--- src/rtl/fetch_pc_redirect.sv ---
// Next-PC / fetch-address unit. Issues sequential fetch addresses, applies
// taken branch/jump redirects after the MIPS delay slot has been issued, and
// applies exception/eret flush redirects with top priority.
module fetch_pc_redirect #(
  parameter int unsigned       ADDR_W   = 32,
  parameter logic [ADDR_W-1:0] RESET_PC = ADDR_W'(32'hBFC0_0000)
) (
  input  logic              clk,
  input  logic              rst,
  input  logic              stall_i,
  input  logic              flush_i,
  input  logic [ADDR_W-1:0] flush_pc_i,
  input  logic              id_valid_i,
  input  logic [ADDR_W-1:0] id_pc_i,
  input  logic              id_branch_i,
  input  logic              id_equal_i,
  input  logic              id_jump_i,
  input  logic [ADDR_W-1:0] id_target_i,
  output logic              inst_req_o,
  output logic [ADDR_W-1:0] inst_addr_o,
  input  logic              inst_addr_ok_i
);

  localparam logic [ADDR_W-1:0] Four  = ADDR_W'(4);
  localparam logic [ADDR_W-1:0] Eight = ADDR_W'(8);

  typedef enum logic [0:0] {StRun, StWaitDs} state_e;

  state_e            state_q, state_d;
  logic [ADDR_W-1:0] pc_q, pc_d;
  logic [ADDR_W-1:0] tgt_q, tgt_d;

  logic              take;
  logic [ADDR_W-1:0] b_plus4;
  logic [ADDR_W-1:0] b_plus8;
  logic              ds_pending;
  logic              ds_issued;
  logic              kill;
  logic              accept;

  // Branch decode relative to the current fetch pc (all sums wrap modulo 2^ADDR_W).
  always_comb begin
    take       = id_valid_i & (id_jump_i | (id_branch_i & id_equal_i));
    b_plus4    = id_pc_i + Four;
    b_plus8    = id_pc_i + Eight;
    ds_pending = (state_q == StRun) & take & (pc_q == b_plus4);
    ds_issued  = (state_q == StRun) & take & (pc_q == b_plus8);
    // B+8 is the wrong-path fetch unless the target happens to be B+8 itself.
    kill       = ds_issued & (id_target_i != b_plus8);
  end

  // State register: pc, redirect state and latched target.
  always_ff @(posedge clk) begin
    if (rst) begin
      state_q <= StRun;
      pc_q    <= RESET_PC;
      tgt_q   <= '0;
    end else begin
      state_q <= state_d;
      pc_q    <= pc_d;
      tgt_q   <= tgt_d;
    end
  end

  // Next-state: flush beats stall, stall beats the branch logic.
  always_comb begin
    state_d = state_q;
    pc_d    = pc_q;
    tgt_d   = tgt_q;
    if (flush_i) begin
      state_d = StRun;
      pc_d    = flush_pc_i;
      tgt_d   = '0;
    end else if (!stall_i) begin
      unique case (state_q)
        StRun: begin
          if (ds_pending) begin
            if (accept) begin
              // Delay slot leaves this cycle, so the target is next.
              pc_d = id_target_i;
            end else begin
              tgt_d   = id_target_i;
              state_d = StWaitDs;
            end
          end else if (ds_issued) begin
            // Target equal to B+8 is not killed; if it was accepted, move past it.
            pc_d = accept ? (pc_q + Four) : id_target_i;
          end else if (accept) begin
            pc_d = pc_q + Four;
          end
        end
        StWaitDs: begin
          if (accept) begin
            pc_d    = tgt_q;
            state_d = StRun;
          end
        end
        default: begin
          state_d = StRun;
        end
      endcase
    end
  end

  // Outputs: request gating and fetch address.
  always_comb begin
    inst_req_o  = ~rst & ~stall_i & ~flush_i & ~kill;
    inst_addr_o = pc_q;
    accept      = inst_req_o & inst_addr_ok_i;
  end

endmodule
--- config.mk ---
export PLATFORM = sky130hd
export DESIGN_NAME = fetch_pc_redirect
export DESIGN_NICKNAME = d
export VERILOG_FILES = /design/src/rtl/fetch_pc_redirect.sv
export SDC_FILE = /design/constraint.sdc
export NUM_CORES = 1
export LEC_CHECK = 0
export BUFFER_PORTS_ARGS = -buffer_cell sky130_fd_sc_hd__buf_4
export CORE_ASPECT_RATIO = 0.9
export CORE_MARGIN = 3
export CORE_UTILIZATION = 38
export CTS_BUF_LIST = sky130_fd_sc_hd__clkbuf_4 sky130_fd_sc_hd__clkbuf_8 sky130_fd_sc_hd__clkbuf_16
export CTS_CLUSTER_DIAMETER = 200
export DETAILED_ROUTE_END_ITERATION = 10
export SLEW_MARGIN = 5
export SYNTH_ARGS = -nofsm -noshare
export SYNTH_HDL_FRONTEND = slang
export SYNTH_SLANG_ARGS = --single-unit
--- constraint.sdc ---
create_clock -name clk -period 5.7 [get_ports clk]
set_clock_uncertainty 0.15 [all_clocks]
set_input_delay 1.14 -clock clk [delete_from_list [all_inputs] [get_ports clk]]
set_output_delay 1.14 -clock clk [all_outputs]
set_load 0.01 [all_outputs]
==> flow_summary.toml <==
[floorplan]
ios = 138
fp-row-count = 45
initial_core_util_pct = 39.3
die_x_um = 146
core_area_um2 = 17100
dieArea_um2 = 19400
die_y_um = 132

[synthesis]
syn_nets = 992
synthCells = 884
synth_area_um2 = 6730
synth_area_per_cell_um2 = 7.62
synth_cell_types = 85
synthFlopType = "dfxtp_1"
yosys_register_bits = 65
synth_edf_count = 0
async_flop_share_pct = 0
ys_warn_count = 0
seq_area_frac_synth_pct = 19.3

[critical_path]
r2r_cells = 11
reg2reg_from = "inst_addr_o[8]"
max_stage_delay_ps = 550
critPathKind = "in2out"
cp.arrival_ps = 4150
end_kind = "output pin"
cpMaxStageDelayCell = "or4b_1"
cp.required_ps = 4410
start_kind = "input pin"
rrSetupSlack_ps = 1880
r2r_end = "tgt_q[22]"
crit_chain = "buf_4, ha_1, and3_1, nand4_1, or2_1, xor2_1, nand4_1, or4b_1, or4_4, and2_1, buf_4"
crit_fanout = 7

[layout]
mostFrequentLayoutCell = "buf_4"
final_cell_mix = "buf_4, nor2_1, xnor2_1, nand2_1, dfxtp_1"
area_delta_synth_final_pct = 22.5
diodes = 0
fin_util_pct = 48.2
nets = 1097
final_area_um2 = 8250
layout-drive-gt1-share_pct = 21.8

[power]
power_leakage_nw = 3.08
power_density_nw_per_um2 = 188
power_w = 0.00155
ir_worst_vdd_mv = 0.132

[clocking]
clockRootBuffer = "clkbuf_16"
cts-buffers-inserted = 9
clkSinkCount = 65
cts_max_level = 3
hold_buffers = 0
cts_tree = "done"
clk_pin_slew_ps = 50
post_cts.repair.setup_buffers = 0
cts_buffer_depth = 2
clock_latency_ps = 330
cts_resized = 0

[worst_hold_path]
hold_path_startpoint = "tgt_q[3]"
holdPathEnd = "tgt_q[3]"
whs_path_depth = 2
hp-class = "reg2reg"

[drt]
wl_met2_um = 11700
drt_first_pass_iters = 5
wire_per_inst_um = 22.0
drcViolationCount = 0
wl_um = 27100
route.met3.wl_um = 2460
routed.top_layer = "met5"
vias = 7480
drtAntennaViolNets = 0
vias_per_cell = 6.09
drt-initial-drc-count = 801
wl_met1_um = 12200

[sta]
max_freq_mhz = 184
finalCriticalPeriod_ps = 5440
setup_viol = 0
rsz0062_at_grt = "false"
post-route-period-util_pct = 95.4
hold_violations = 0
relSlewSlack_pct = 50.5
maxSlewViolCount = 0
tightest_slew_ps = 737
setup_ws_ps = 262
timing.setup.tns_ps = 0

[grt]
grt_max_degree = 43
grt_pass1_vias = 7004
grtUsageTotal_pct = 27.1
antenna_found_initial = 1
grt_overflow_total = 0
grt_pass1_wl_um = 41600

[placed_design]
dp_slack_ps = 336
placed_area_um2 = 7930
gp_congestion = 1.01
io_buffers = 137
hpwl_um = 21100

[flow_run]
maxCapViolCount = 0

[outcome]
status = "finished, final reports clean"
-- sequential cells by signal, indices dropped and copies added, names as in the netlist --
signal       count
inst_addr_o     32
state_q          1
tgt_q           32
-- power by group --
group	internal (W)	leakage (nW)	switching, W	total (W)
logic	0.000188	2.39	0.000251	0.000439
registers	0.000471	0.531	0.0000455	0.000517
clock network	0.000401	0.159	0.000198	0.000599
total	0.00106	3.08	0.000494	0.00155
-- Yosys cell counts (6+ instances only) --
master / number / area, um2
a211oi_1: 10 / 75.1
a21oi_1: 33 / 165
a22oi_1: 8 / 60.1
a311oi_1: 6 / 52.6
a31oi_1: 10 / 62.6
and2_1: 6 / 37.5
and3_1: 19 / 119
and4_1: 12 / 105
buf_2: 13 / 65.1
buf_4: 8 / 60.1
clkbuf_1: 45 / 169
dfxtp_1: 65 / 1300
inv_1: 11 / 41.3
mux2_2: 6 / 67.6
mux2i_1: 43 / 430
nand2_1: 66 / 248
nand2b_1: 17 / 106
nand3_1: 29 / 145
nand4_1: 39 / 244
nor2_1: 88 / 330
nor3_1: 33 / 165
nor4_1: 17 / 106
o211ai_1: 16 / 120
o21ai_0: 25 / 125
o22ai_1: 8 / 50.1
or3_1: 12 / 75.1
or4_1: 7 / 52.6
xnor2_1: 67 / 587
xor2_1: 53 / 464
-- worst max-delay path by stage --
stage / startpoint / to / slack [ps]
final: id_pc_i[3] / inst_req_o / 260
after global placement: id_pc_i[3] / inst_req_o / 370
after detailed placement: id_pc_i[3] / inst_req_o / 340
after CTS: id_pc_i[3] / inst_req_o / 330
after global routing: id_pc_i[3] / inst_req_o / 100
after floorplan: id_pc_i[3] / inst_req_o / 630
-- cell families after synthesis --
logic type,count (synthesis),synth area share (%)
AND/OR/NAND/NOR,377,30.5
AO/OA/AOI/OAI,186,20.3
XOR/XNOR,121,15.9
flip-flops,65,19.3
adder cells (fa/ha/maj),3,0.558
buffers and inverters,83,5.93
multiplexers,49,7.40
-- routing by layer --
layer | vias to the layer above | GRT usage (%)
met5 | - | 0
met4 | 2 | 7.26
met3 | 61 | 4.43
met2 | 395 | 40.8
met1 | 3531 | 40.1
li1 | 3491 | -
-- critical path, delay by kind of cell --
kind / cells / cell delay, ps
xor gates and xnor gates: 1 / 240
and+or+nand+nor: 7 / 2180
adders and majority gates: 1 / 280
buffers and inverters: 2 / 300
-- final cells by class --
type	instances	area (um2)
clock buffer	12	254
fill	1787	8870
timing repair buffer	166	1260
clock inverter	3	65.1
inverter	11	41.3
tap	235	294
sequential	65	1300
multi-input combinational	736	5030
-- metrics by stage --
stage	cells	hold WS [ps]
2_1_floorplan	884	301
3_3_place_gp	1213	316
3_5_place_dp	1213	328
4_1_cts	1228	341
5_1_grt	1228	361
6_report	1228	335
Power figures use the tool's default switching activity.
